--- config.mk ---
export PLATFORM = sky130hd
export DESIGN_NAME = accel_layer_sequencer
export DESIGN_NICKNAME = d
export VERILOG_FILES = /design/src/rtl/accel_layer_sequencer.sv
export SDC_FILE = /design/constraint.sdc
export NUM_CORES = 1
export LEC_CHECK = 0
export ABC_AREA = 1
export BUFFER_PORTS_ARGS = -buffer_cell sky130_fd_sc_hd__buf_2
export CAP_MARGIN = 30
export CORE_UTILIZATION = 45
export CTS_CLUSTER_SIZE = 16
export DETAILED_ROUTE_END_ITERATION = 8
export PLACE_DENSITY_LB_ADDON = 0.08
export SLEW_MARGIN = 0
export SYNTH_ARGS = -nofsm -noshare
export SYNTH_HDL_FRONTEND = slang
export SYNTH_SLANG_ARGS = --single-unit
export TNS_END_PERCENT = 30
--- constraint.sdc ---
create_clock -name clk -period 15.55 [get_ports clk]
set_input_delay 3.11 -clock clk [delete_from_list [all_inputs] [get_ports clk]]
set_output_delay 3.11 -clock clk [all_outputs]
set_load 0.03 [all_outputs]
--- src/rtl/accel_layer_sequencer.sv ---
// Layer sequencer: buffers descriptors and replays each one to the convolution accelerator
// as ten custom-opcode words. The WAIT watchdog is compiled in with ACCEL_SEQ_TIMEOUT_EN.
module accel_layer_sequencer #(
  parameter int DESC_DEPTH     = 4,
  parameter int TIMEOUT_CYCLES = 1048576
) (
  input  logic                          clk,
  input  logic                          rst,
  input  logic [112:0]                  desc_data,
  input  logic                          desc_valid,
  output logic                          desc_ready,
  input  logic                          run,
  input  logic                          accel_done,
  output logic [31:0]                   accel_instruction,
  output logic                          accel_rst_ext,
  output logic                          busy,
  output logic                          layer_done,
  output logic [15:0]                   layers_completed,
  output logic [$clog2(DESC_DEPTH):0]   desc_count,
  output logic                          timeout_err
);

  localparam int PW = $clog2(DESC_DEPTH);
  localparam int CW = PW + 1;

  if (DESC_DEPTH < 2 || (DESC_DEPTH & (DESC_DEPTH - 1)) != 0 || TIMEOUT_CYCLES < 3) begin : g_bad_param
    $error("accel_layer_sequencer: invalid DESC_DEPTH or TIMEOUT_CYCLES");
  end

  typedef enum logic [1:0] {S_IDLE, S_ISSUE, S_WAIT, S_DONE} state_t;

  state_t          state, state_nxt;
  logic [3:0]      idx, idx_nxt;
  logic [1:0]      mask_cnt, mask_cnt_nxt;
  logic            retire_ok;
  logic [112:0]    mem [DESC_DEPTH];
  logic [PW-1:0]   wr_ptr, rd_ptr;
  logic            push, pop;
  logic [CW-1:0]   count_nxt;
  logic [112:0]    head;

  assign push      = desc_valid & desc_ready;
  assign pop       = (state == S_DONE);
  assign count_nxt = desc_count + CW'(push) - CW'(pop);
  assign head      = mem[rd_ptr];

  function automatic logic [31:0] make_word(input logic [3:0] i, input logic [112:0] d);
    logic [19:0] imm;
    logic [4:0]  rd;
    imm = '0;
    rd  = '0;
    case (i)
      4'd0: begin imm = {12'b0, d[7:0]};   rd = 5'd0; end
      4'd1: begin imm = {11'b0, d[16:8]};  rd = 5'd1; end
      4'd2: begin imm = d[36:17];          rd = 5'd2; end
      4'd3: begin imm = d[56:37];          rd = 5'd3; end
      4'd4: begin imm = d[76:57];          rd = 5'd4; end
      4'd5: begin imm = {18'b0, d[78:77]}; rd = 5'd5; end
      4'd6: begin imm = {17'b0, d[81:79]}; rd = 5'd6; end
      4'd7: begin imm = {7'b0, d[94:82]};  rd = 5'd7; end
      4'd8: begin imm = {2'b0, d[112:95]}; rd = 5'd8; end
      4'd9: begin imm = '0;                rd = 5'd31; end
      default: begin imm = '0; rd = '0; end
    endcase
    return {imm, rd, 7'b0001011};
  endfunction

`ifdef ACCEL_SEQ_TIMEOUT_EN
  localparam int WCW = $clog2(TIMEOUT_CYCLES + 1);
  logic [WCW-1:0] wait_cnt, wait_cnt_nxt;
  logic           timeout_hit;
`endif

  // mask_cnt saturates at 2 so a done left over from the previous layer is ignored.
  always_comb begin
    state_nxt    = state;
    idx_nxt      = idx;
    mask_cnt_nxt = mask_cnt;
    retire_ok    = 1'b0;
`ifdef ACCEL_SEQ_TIMEOUT_EN
    wait_cnt_nxt = wait_cnt;
    timeout_hit  = 1'b0;
`endif
    case (state)
      S_IDLE: begin
        if (run && desc_count != '0) begin
          state_nxt = S_ISSUE;
          idx_nxt   = 4'd0;
        end
      end
      S_ISSUE: begin
        if (idx == 4'd9) begin
          state_nxt    = S_WAIT;
          mask_cnt_nxt = 2'd0;
`ifdef ACCEL_SEQ_TIMEOUT_EN
          wait_cnt_nxt = '0;
`endif
        end else begin
          idx_nxt = idx + 4'd1;
        end
      end
      S_WAIT: begin
        if (mask_cnt == 2'd2 && accel_done) begin
          state_nxt = S_DONE;
          retire_ok = 1'b1;
        end else begin
          if (mask_cnt != 2'd2) mask_cnt_nxt = mask_cnt + 2'd1;
`ifdef ACCEL_SEQ_TIMEOUT_EN
          if (wait_cnt == WCW'(TIMEOUT_CYCLES - 1)) begin
            state_nxt   = S_DONE;
            timeout_hit = 1'b1;
          end else begin
            wait_cnt_nxt = wait_cnt + WCW'(1);
          end
`endif
        end
      end
      S_DONE:  state_nxt = S_IDLE;
      default: state_nxt = S_IDLE;
    endcase
  end

  // Outputs are registered from the next-state decode so they line up with the state they describe.
  always_ff @(posedge clk or posedge rst) begin
    if (rst) begin
      state             <= S_IDLE;
      idx               <= '0;
      mask_cnt          <= '0;
      wr_ptr            <= '0;
      rd_ptr            <= '0;
      desc_count        <= '0;
      desc_ready        <= 1'b1;
      accel_instruction <= '0;
      accel_rst_ext     <= 1'b1;
      busy              <= 1'b0;
      layer_done        <= 1'b0;
      layers_completed  <= '0;
    end else begin
      state             <= state_nxt;
      idx               <= idx_nxt;
      mask_cnt          <= mask_cnt_nxt;
      if (push) wr_ptr  <= wr_ptr + PW'(1);
      if (pop)  rd_ptr  <= rd_ptr + PW'(1);
      desc_count        <= count_nxt;
      desc_ready        <= (count_nxt != CW'(DESC_DEPTH));
      accel_instruction <= (state_nxt == S_ISSUE) ? make_word(idx_nxt, head) : 32'h0;
      accel_rst_ext     <= (state_nxt == S_IDLE) || (state_nxt == S_DONE);
      busy              <= (state_nxt != S_IDLE);
      layer_done        <= retire_ok;
      if (retire_ok) layers_completed <= layers_completed + 16'd1;
    end
  end

  // Storage is not reset; the pointers alone define which entries are valid.
  always_ff @(posedge clk) begin
    if (push) mem[wr_ptr] <= desc_data;
  end

`ifdef ACCEL_SEQ_TIMEOUT_EN
  always_ff @(posedge clk or posedge rst) begin
    if (rst) begin
      wait_cnt    <= '0;
      timeout_err <= 1'b0;
    end else begin
      wait_cnt    <= wait_cnt_nxt;
      timeout_err <= timeout_err | timeout_hit;
    end
  end
`else
  assign timeout_err = 1'b0;
`endif

endmodule

[Word-level counts from Yosys, hierarchy flattened]
Memory sizes are Yosys's and may differ from the RTL's.
Index checks and enable logic that the tools add are counted.
Word-level totals
  register bits: 67
  bits in writable memories: 452
  output and inout port bits: 56
  word-level logic and storage cells: 70
  memories kept: 1
Cells by class
  add/sub/neg operators: 7
  equal/unequal tests: 21
  multiplexer cells: 18
  bitwise gates (word level): 1
  reduce and logical (&&, ||, !) cells: 10
Memories
  mem: depth 4, bits a word 113, rd ports 1, clocked after Yosys merged registers in 0, write ports 1, RTL line 36  | logic [112:0] mem [DESC_DEPTH];
Operator list (count)
  $pmux W20 S9: 1
  $pmux W5 S9: 1
  $mux W32: 1
  $add A16 B1 Y16 const B: 1
  $eq A4 B3 Y1 const B: 4
  $eq A4 B4 Y1 const B: 3
  $mux W2: 6
  $eq A2 B2 Y1 const B: 4
  $eq A4 B2 Y1 const B: 2
  $mux W4: 2
  $ne A2 B2 Y1 const B: 4
  $pmux W2 S4: 1
  $pmux W4 S2: 1
  $add A2 B1 Y2 const B: 3
  $add A4 B1 Y4 const B: 1
  $eq A2 B1 Y1 const B: 2
  $eq A4 B1 Y1 const B: 1
  $logic_not A2 Y1: 2
  $logic_not A4 Y1: 1
  $mux W1: 4
  $pmux W2 S2: 1
  $reduce_and A4 Y1: 1
  $reduce_bool A2 Y1: 2
  $add A3 B1 Y3: 1
  6 further kinds: 7

[Logic depth before layout (Yosys ltp)]
  word-level depth: 7
  depth in mapped cells: 15
  gate-level depth less buffers: 14

[Worst setup path before layout]
Ideal clock, no wire load.
  path type: input-to-reg
  start: input port desc_valid
  end: memory mem[0][0] (enable)
  setup time: 0.587 ns
  data arrival time: 7.996 ns
  required time: 14.963 ns
  slack: 6.968 ns
  stages: 2
  buffers on the path: 0
  cell sequence: nand2_1 > nor2_1
On the way
  cells in the longest elaborated chain, start to end: 3
Ends and longest elaborated chain
  start, declared: RTL line 10  | input logic desc_valid,
  $and A1 B1 Y1: RTL line 42  | assign push = desc_valid & desc_ready;
  $mux W1: RTL line 156  | if (push) mem[wr_ptr] <= desc_data;
  $mux W1 (implied by the code): RTL line 156
  end, declared: RTL line 36
Every way passes these cells.

[Final worst setup path]
  start: input port desc_valid
  end: memory mem[0][93] (enable)
Same word-level chain as after synthesis.

==> impl_metrics.py <==
metrics = {
    "outcome": {
        "outcome": "finished, final reports clean",
    },
    "critical_path": {
        "reg2reg_from": "rd_ptr[0]",
        "crit_required_ns": 15.77,
        "crit_arrival_ns": 5.31,
        "critPathLaunch": "desc_valid",
        "path_max_fanout": 59,
        "worstSetupEndpointType": "flip-flop",
        "startpoint_type": "primary input",
        "r2r_cells": 8,
        "crit_type": "primary input to flip-flop",
    },
    "clock_network": {
        "post-cts-setup-buffers": 0,
        "cts_sinks": 513,
        "cts-root-buf": "clkbuf_16",
        "post_cts_resized": 0,
        "h-tree-depth": 2,
        "cts_inserted_buffers": 55,
        "hold_buffers": 0,
        "clock_latency_ns": 0.61,
        "cts_tree": "yes",
        "path_clk_slew_ns": 0.06,
        "cts.path.max_buffers": 3,
    },
    "floorplanning": {
        "std_cell_rows": 77,
        "die_w_um": 214,
        "fp.dieArea_sq_um": 45900,
        "io_pins": 174,
        "initial_utilization_pct": 45.7,
        "core_sq_um": 44300,
        "dieHeight_um": 214,
    },
    "yosys": {
        "ys_ff_latch": 513,
        "syn_area_per_cell_sq_um": 12.8,
        "synth-edff-count": 452,
        "async_flop_share_pct": 11.9,
        "yosys_warnings": 0,
        "netlist_area_sq_um": 20300,
        "yosysTopAreaCell": "edfxtp_1",
        "synthDistinctLibCells": 36,
        "netlist.area_leader.share_pct": 67.0,
        "yosysSeqAreaShare_pct": 74.5,
        "synth_area_leaders": "edfxtp_1 (67%), dfrtp_1 (7.3%), o21ai_0 (5.6%)",
        "ys.flop_type": "edfxtp_1",
        "synthCells": 1579,
    },
    "place": {
        "portBuffers": 168,
        "place.detailed.hpwl_mm": 29.5,
        "place_ws_ns": 9.80,
        "gp_congestion": 0.786,
    },
    "timing": {
        "period_needed_ns": 5.09,
        "finalCritPeriodShare_pct": 32.7,
        "slew_headroom_pct": 35.3,
        "hold_violations": 0,
        "rsz0062_at_grt": "false",
        "setup_tns_ns": 0,
        "tightest_slew_ns": 0.969,
        "fmaxAchievable_ghz": 0.196,
        "layout_setup_ws_ns": 10.46,
        "maxSlewViolCount": 0,
        "setup_viol": 0,
        "fin_skew_ns": 0.0105,
    },
    "min_path": {
        "hold_path_class": "flip-flop to flip-flop",
        "hold_depth": 1,
        "min-delay-start": "layers_completed[7]",
    },
    "route": {
        "via_count": 12600,
        "totalWireLength_mm": 50.0,
        "routedWlPerCell_um": 21.1,
        "viasPerCell": 5.32,
        "first_pass_iters": 7,
        "drt_iter0_drc": 1076,
        "ant_nets": 0,
        "drc": 0,
    },
    "power": {
        "p_switching_uw": 1770,
        "power.share.sequential_pct": 41.1,
        "power_density_nw_per_um2": 200,
        "peakVddDrop_uv": 121,
        "power.share.switching_pct": 37.9,
        "intPower_uw": 2900,
        "pwr-share-clk_pct": 26.0,
        "p_leak_uw": 0.00855,
        "combPwrFrac_pct": 32.9,
    },
    "global_routing": {
        "track_usage_pct": 21.9,
        "grt.overflow.total": 0,
        "grt_first_pass_wirelength_mm": 75.5,
        "antenna_found_initial": 1,
        "grt_pass1_vias": 12100,
        "grt_max_degree": 90,
    },
    "finish": {
        "fillers": 3794,
        "nets": 1867,
        "layout_commonest_cell": "edfxtp_1",
        "syn_to_final_growth_pct": 15.2,
        "drive_gt1_share_pct": 17.5,
        "layout_common_cells": "edfxtp_1 (452), nor2_1 (279), o21ai_0 (227)",
    },
    "run": {
        "max_cap_violations": 0,
    },
}
==> cell families after synthesis <==
logic type / synth area share (%)
adder cells (fa/ha/maj): 0.840
XOR/XNOR: 0.821
flip-flops: 74.5
buffers and inverters: 3.08
AND/OR/NAND/NOR: 11.1
AO/OA/AOI/OAI: 9.64
other: 0.0185
==> final cells by class <==
type	instances	area [sq um]	area share [%]
sequential	513	15100	64.7
multi-input combinational	922	4590	19.7
clock buffer	83	1530	6.56
timing repair buffer	186	1020	4.35
tap	592	741	3.17
inverter	58	225	0.965
clock inverter	20	129	0.552
antenna	1	2.50	0.0107
==> metrics by stage <==
stage	std cells	total power, uW	instance area, sq um	util (%)	hold slack (ns)
4_1_cts	2373	4710	23300	52.6	0.503
5_1_grt	2375	4940	23300	52.7	0.529
3_5_place_dp	2270	3500	21700	48.9	0.489
3_3_place_gp	2268	3470	21600	48.8	0.485
6_report	2375	4670	23300	52.7	0.494
2_1_floorplan	1583	2990	20300	-	0.507
==> registers in the layout (all words and copies together) (netlist names) <==
register and cells:
accel_instruction 26, accel_rst_ext 1, busy 1, desc_count 3
desc_ready 1, idx 4, layer_done 1, layers_completed 16
mask_cnt 2, mem 452, rd_ptr 2, state 2
wr_ptr 2
==> routing by layer <==
layer,vias up,share of wire (%),track usage [%],wire (um)
met3,65,5.1,3.15,2560
li1,6005,-,-,-
met5,-,0,0,0
met1,6228,46,31.9,22900
met2,344,47,34.4,23600
met4,0,2.0,6.38,986
==> Yosys cell counts, types with 9 or more instances <==
| cell type | n |
|---|---|
| a21oi_1 | 16 |
| nand2_1 | 147 |
| ha_1 | 12 |
| edfxtp_1 | 452 |
| o22ai_1 | 110 |
| nor2_2 | 9 |
| clkbuf_1 | 71 |
| dfrtp_1 | 59 |
| xor2_1 | 14 |
| buf_4 | 10 |
| inv_1 | 50 |
| nor2_4 | 9 |
| nand3_1 | 51 |
| o21ai_0 | 227 |
| nor2_1 | 283 |
==> worst paths after layout <==
check,to,slack (ns)
setup / recovery,mem[0][93],10.46
hold / removal,layers_completed[7],0.49
hold reg to reg,layers_completed[7],0.49
setup reg to reg,accel_instruction[26],11.86
min in group asynchronous,layers_completed[9],2.74
max in group asynchronous,rd_ptr[0],12.09
==> critical path, cell delays in order <==
cell	delay [ns]
buf_2	0.08
nand2_1	0.32
nor2_4	0.87
buf_4	0.85
==> power by group through the flow <==
stage,clock [uW],sequential (uW),combinational [uW]
floorplan,0,1980,1020
global placement,0,1950,1520
detailed placement,0,1950,1550
CTS,1240,1920,1550
global route,1290,1950,1700
finish,1210,1920,1540
Note: power is estimated with default switching activity, not from simulation.
